$ cat src/rtl/gray_scan_pkg.sv
// Shared types and constants for the grayscale image scanner.
// Latency: n/a (declarations only).
// Backpressure: n/a.
package gray_scan_pkg;

    localparam int PIX_W       = 24;
    localparam int CHAN_W      = 8;
    localparam int IMG_DIM_DEF = 64;
    localparam int COORD_W_DEF = 6;

    typedef enum logic [1:0] {
        IDLE  = 2'd0,
        READ  = 2'd1,
        WRITE = 2'd2,
        DONE  = 2'd3
    } state_e;

endpackage

$ cat src/rtl/gray_pix_conv.sv
// Converts one RGB pixel to gray = floor((max+min)/2), placed on the G channel.
// Latency: purely combinational.
// Backpressure: none (stateless).
module gray_pix_conv
    import gray_scan_pkg::*;
(
    input  logic [PIX_W-1:0] pix_i,
    output logic [PIX_W-1:0] pix_o
);

    logic [CHAN_W-1:0] ch_r;
    logic [CHAN_W-1:0] ch_g;
    logic [CHAN_W-1:0] ch_b;
    logic [CHAN_W-1:0] ch_max;
    logic [CHAN_W-1:0] ch_min;
    logic [CHAN_W:0]   ch_sum;

    assign ch_r = pix_i[23:16];
    assign ch_g = pix_i[15:8];
    assign ch_b = pix_i[7:0];

    // Channel extremes, summed one bit wider so 255+255 cannot overflow.
    always_comb begin
        ch_max = ch_r;
        if (ch_g > ch_max) ch_max = ch_g;
        if (ch_b > ch_max) ch_max = ch_b;
        ch_min = ch_r;
        if (ch_g < ch_min) ch_min = ch_g;
        if (ch_b < ch_min) ch_min = ch_b;
        ch_sum = {1'b0, ch_max} + {1'b0, ch_min};
        pix_o  = {8'h00, ch_sum[CHAN_W:1], 8'h00};
    end

endmodule

$ cat src/rtl/gray_scan.sv
// Row-major grayscale pass over an IMG_DIM x IMG_DIM image, read then write per pixel.
// Latency: 2 cycles per pixel; gray_done rises 2*IMG_DIM*IMG_DIM edges after the start edge.
// Backpressure: optional hold input (GRAY_SCAN_HOLD_EN) freezes the scan in READ/WRITE.
module gray_scan
    import gray_scan_pkg::*;
#(
    parameter int IMG_DIM = IMG_DIM_DEF,
    parameter int COORD_W = COORD_W_DEF
) (
    input  logic               clk,
    input  logic               rst_n,
    input  logic               start,
`ifdef GRAY_SCAN_HOLD_EN
    input  logic               hold,
`endif
    input  logic [PIX_W-1:0]   in_pix,
    output logic [COORD_W-1:0] row,
    output logic [COORD_W-1:0] col,
    output logic               out_we,
    output logic [PIX_W-1:0]   out_pix,
    output logic               gray_done
);

    localparam logic [COORD_W-1:0] LAST = COORD_W'(IMG_DIM - 1);

    state_e             state_q,     state_d;
    logic [COORD_W-1:0] row_q,       row_d;
    logic [COORD_W-1:0] col_q,       col_d;
    logic [PIX_W-1:0]   out_pix_q,   out_pix_d;
    logic               out_we_q,    out_we_d;
    logic               gray_done_q, gray_done_d;
    logic [PIX_W-1:0]   conv_pix;
    logic               hold_w;

`ifdef GRAY_SCAN_HOLD_EN
    assign hold_w = hold;
`else
    assign hold_w = 1'b0;
`endif

    gray_pix_conv u_conv (
        .pix_i (in_pix),
        .pix_o (conv_pix)
    );

    // Next-state and next-output logic; outputs are registered from these values.
    always_comb begin
        state_d     = state_q;
        row_d       = row_q;
        col_d       = col_q;
        out_pix_d   = out_pix_q;
        out_we_d    = 1'b0;
        gray_done_d = 1'b0;
        case (state_q)
            IDLE: begin
                if (start) begin
                    state_d = READ;
                    row_d   = '0;
                    col_d   = '0;
                end
            end
            READ: begin
                if (!hold_w) begin
                    state_d   = WRITE;
                    out_pix_d = conv_pix;
                    out_we_d  = 1'b1;
                end
            end
            WRITE: begin
                if (hold_w) begin
                    // Write stays pending; the output gate below masks it meanwhile.
                    out_we_d = 1'b1;
                end else if (row_q == LAST && col_q == LAST) begin
                    state_d     = DONE;
                    gray_done_d = 1'b1;
                end else begin
                    state_d = READ;
                    if (col_q == LAST) begin
                        col_d = '0;
                        row_d = row_q + COORD_W'(1);
                    end else begin
                        col_d = col_q + COORD_W'(1);
                    end
                end
            end
            DONE: begin
                gray_done_d = 1'b1;
                if (start) begin
                    state_d     = READ;
                    row_d       = '0;
                    col_d       = '0;
                    gray_done_d = 1'b0;
                end
            end
            default: begin
                state_d = IDLE;
            end
        endcase
    end

    // State and output registers with asynchronous clear.
    always_ff @(posedge clk or negedge rst_n) begin
        if (!rst_n) begin
            state_q     <= IDLE;
            row_q       <= '0;
            col_q       <= '0;
            out_pix_q   <= '0;
            out_we_q    <= 1'b0;
            gray_done_q <= 1'b0;
        end else begin
            state_q     <= state_d;
            row_q       <= row_d;
            col_q       <= col_d;
            out_pix_q   <= out_pix_d;
            out_we_q    <= out_we_d;
            gray_done_q <= gray_done_d;
        end
    end

    assign row       = row_q;
    assign col       = col_q;
    assign out_pix   = out_pix_q;
    assign out_we    = out_we_q & ~hold_w;
    assign gray_done = gray_done_q;

endmodule

$ cat config.mk
export PLATFORM = sky130hd
export DESIGN_NAME = gray_scan
export DESIGN_NICKNAME = d
export VERILOG_FILES = /design/src/rtl/gray_scan_pkg.sv /design/src/rtl/gray_pix_conv.sv /design/src/rtl/gray_scan.sv
export SDC_FILE = /design/constraint.sdc
export NUM_CORES = 1
export LEC_CHECK = 0
export ABC_AREA = 1
export BUFFER_PORTS_ARGS = -buffer_cell sky130_fd_sc_hd__buf_2
export CAP_MARGIN = 20
export CORE_AREA = 5 5 97 99
export DETAILED_ROUTE_END_ITERATION = 8
export DIE_AREA = 0 0 102 104
export PLACE_DENSITY_LB_ADDON = 0.25
export SYNTH_ARGS = -nofsm -noshare
export SYNTH_HDL_FRONTEND = slang
export SYNTH_HIERARCHICAL = 1
export SYNTH_SLANG_ARGS = --single-unit
$ cat constraint.sdc
create_clock -name clk -period 2.1 [get_ports clk]
set_input_delay 0.315 -clock clk [delete_from_list [all_inputs] [get_ports clk]]
set_output_delay 0.315 -clock clk [all_outputs]
set_load 0.02 [all_outputs]
==> results.toml <==
[run_status]
status = "finished with violations"
violations = "negative setup slack"

[synth]
synth_xor_area_frac = 0.00807
yosysSeqAreaShare = 0.307
netlist_area_um2 = 3260
synth-compound-area-share = 0.125
synth-simple-area-share = 0.226
synth_mux_area_frac = 0.0830
yosysTopAreaCellShare = 0.307
synth_fa_ha_area_frac = 0.141
synth.distinct_cells = 35
ys_ff_latch = 40
postSynthAreaPerCell_um2 = 8.02
synth_cells = 406
yosys-top-cells-area = "dfrtp_1 (31%), ha_1 (13%), nand2_1 (10%), mux2_2 (8.3%), inv_1 (5.1%)"
yosys.area.top_type = "dfrtp_1"
synth_top_family_by_area = "simple AND/OR/NAND/NOR gates"
yosys_warnings = 6

[setup_path]
crit_arrival_ns = 4.02
reg2reg_depth = 8
reg2reg_from = "state_q[0]"
startpoint_type = "input port"
r2r_slack_ns = 0.30
required_ns = 2.28
r2r-end = "row[1]"
path_class = "input port to register"
cp-end-kind = "register"
critPathMaxFanout = 8

[clock_tree]
htreeDepth = 2
clkLatencyLatePin_ns = 0.29
clockBufferDepth = 2
cts_root_buf = "clkbuf_8"
cts.sinks = 40
clkTransAtPathRegs_ns = 0.08
cts_tree = "done"
numCtsBuffers = 5

[sta]
drv_slew = 0
fin_crit_ns = 3.84
hold_viol = 0
fin_tns_setup_ns = -12.28
setup_slack_ns = -1.74
fmax_mhz = 261
rsz0062_at_grt = "yes"
min_period_over_period = 1.83
setup_viol = 8
finClkSkew_ns = 0.00109

[route]
num_vias = 3224
vias_per_cell = 4.71
wl_mm = 8.62
first_iter_violations = 59
wl_per_cell_um = 12.6
drtPass1Iterations = 4
postRouteAntennaNets = 0
drc = 0

[floorplan]
io_pins = 65
rows = 34
initial_core_util = 0.385
die_h_um = 104
dieArea_um2 = 10600
die_w_um = 102
fp.coreArea_um2 = 8470

[final_layout]
diodes = 0
final_nets = 639
syn2layout_area_growth_pct = 61.0
layout-drive-gt1-share = 0.572

[place]
gp_congestion = 0.825
post-place-ws_ns = -2.15
io_buffers = 64
dpl.hpwl_mm = 6.25

[grt]
grt_max_degree = 26
antenna_found_initial = 0
grt_pass1_vias = 3144
grt_use_total = 0.153
grt_pass1_wl_mm = 13.7
grt_overflow = 0

[hold_path]
min_from = "start"
hold_path.class = "input port to register"
hold_depth = 4
whs_endpoint = "gray_done"

[power]
power_density_nw_per_um2 = 1080
ir_worst_vdd_mv = 0.396
leakage_nw = 2.60

[run]
maxCapViolCount = 0
[registers in the layout, summed over array words and instances, names as in the netlist]
name       count
col            6
gray_done      1
out_pix       24
out_we         1
row            6
state_q        2
[final cells by class]
class / instances / area [µm²]
Sequential cell: 40 / 1000
Timing Repair Buffer: 172 / 1240
Inverter: 48 / 203
Fill cell: 702 / 3220
Tap cell: 108 / 135
Clock inverter: 3 / 42.5
Multi-Input combinational cell: 309 / 2550
Clock buffer: 5 / 68.8
[worst max-delay path by stage]
| stage | cells past startpoint | endpoint | from |
|---|---|---|---|
| CTS | 31 | out_pix[15] | in_pix[15] |
| global route | 30 | out_pix[15] | in_pix[21] |
| detailed placement | 27 | out_pix[15] | in_pix[21] |
| floorplan | 29 | out_pix[15] | in_pix[21] |
| finish | 28 | out_pix[13] | in_pix[12] |
| global placement | 27 | out_pix[15] | in_pix[21] |
[metrics by stage]
step           hold WS (ns)  std cells  power [mW]  cell area, µm²   util
2_1_floorplan        0.0194        421        3.52            3530      -
3_3_place_gp          0.229        637        4.34            4290  0.507
3_5_place_dp          0.230        637        4.43            4290  0.507
4_1_cts               0.322        675        5.37            4830  0.570
5_1_grt               0.346        685        6.12            5250  0.620
6_report              0.328        685        5.66            5250  0.620
[Yosys cell counts, drive strengths merged]
library cell	instances
xor2	3
nand2	101
a21oi	22
nand4	3
nor3	2
nor2	32
ha	35
buf	22
or2	3
clkbuf	3
o21ai	39
o211ai	2
mux2	24
inv	48
dfrtp	40
fa	1
o21bai	3
conb	1
a211oi	1
a21o	1
nand3	20
[layout by cell type (no fill, tap or decap), types with 5 or more instances in the layout]
| cell | count |
|---|---|
| inv_1 | 30 |
| mux2_4 | 5 |
| o21ai_2 | 20 |
| a21oi_2 | 10 |
| o21ai_4 | 8 |
| mux2_2 | 19 |
| a21oi_1 | 9 |
| nor2_1 | 22 |
| clkbuf_8 | 5 |
| buf_2 | 56 |
| buf_6 | 18 |
| nand2_4 | 10 |
| ha_1 | 15 |
| nand2_2 | 18 |
| conb_1 | 16 |
| nand3_1 | 16 |
| inv_2 | 14 |
| o21ai_0 | 9 |
| nor2_2 | 5 |
| nor2_4 | 5 |
| nand2_1 | 72 |
| ha_4 | 18 |
| dfrtp_1 | 40 |
| buf_4 | 95 |
[power breakdown]
| part | total [mW] | switching (mW) | internal, mW |
|---|---|---|---|
| logic | 3.74 | 1.97 | 1.77 |
| registers | 1.30 | 0.204 | 1.10 |
| clock network | 0.619 | 0.267 | 0.351 |
| total | 5.66 | 2.44 | 3.22 |
[worst max-delay path: stages]
cell      delay, ns
buf_4          0.13
ha_4           0.26
nand2_4        0.05
nor2_4         0.14
buf_6          0.12
nand2_4        0.06
nand2_8        0.09
o21ai_4        0.07
buf_12         0.15
o21ai_4        0.17
ha_4           0.23
a21oi_2        0.13
o21ai_1        0.11
nand2_1        0.08
o211ai_1       0.09
o21ai_2        0.08
inv_2          0.07
or2_1          0.24
nand2_2        0.11
nor2_4         0.05
fa_2           0.39
nand3_2        0.07
nand2_2        0.06
a21oi_2        0.14
nor2_2         0.05
nor3_1         0.23
nor2_2         0.07
mux2_4         0.25
[repair_timing]
action,4_1_cts,5_1_grt
setup endpoints to repair,8,8
cloned,1,0
resized for setup,53,70
endpoints found under the hold margin,13,0
buffers inserted,28,11
hold buffers,1,0
pin swaps,45,48
[layer usage]
layer | track usage | wire length (µm) | vias to the layer above
li1 | - | - | 1643
met1 | 0.187 | 3420 | 1495
met2 | 0.275 | 4630 | 68
met3 | 0.0195 | 340 | 18
met4 | 0.0440 | 237 | 0
met5 | 0 | 0 | -
[cell families after synthesis]
kind of cell / after synthesis
buffers and inverters: 73
other: 1
adder cells (fa/ha/maj): 36
multiplexers: 24
flip-flops: 40
AND/OR/NAND/NOR: 161
AO/OA/AOI/OAI: 68
XOR/XNOR: 3
Power figures use the tool's default switching activity.
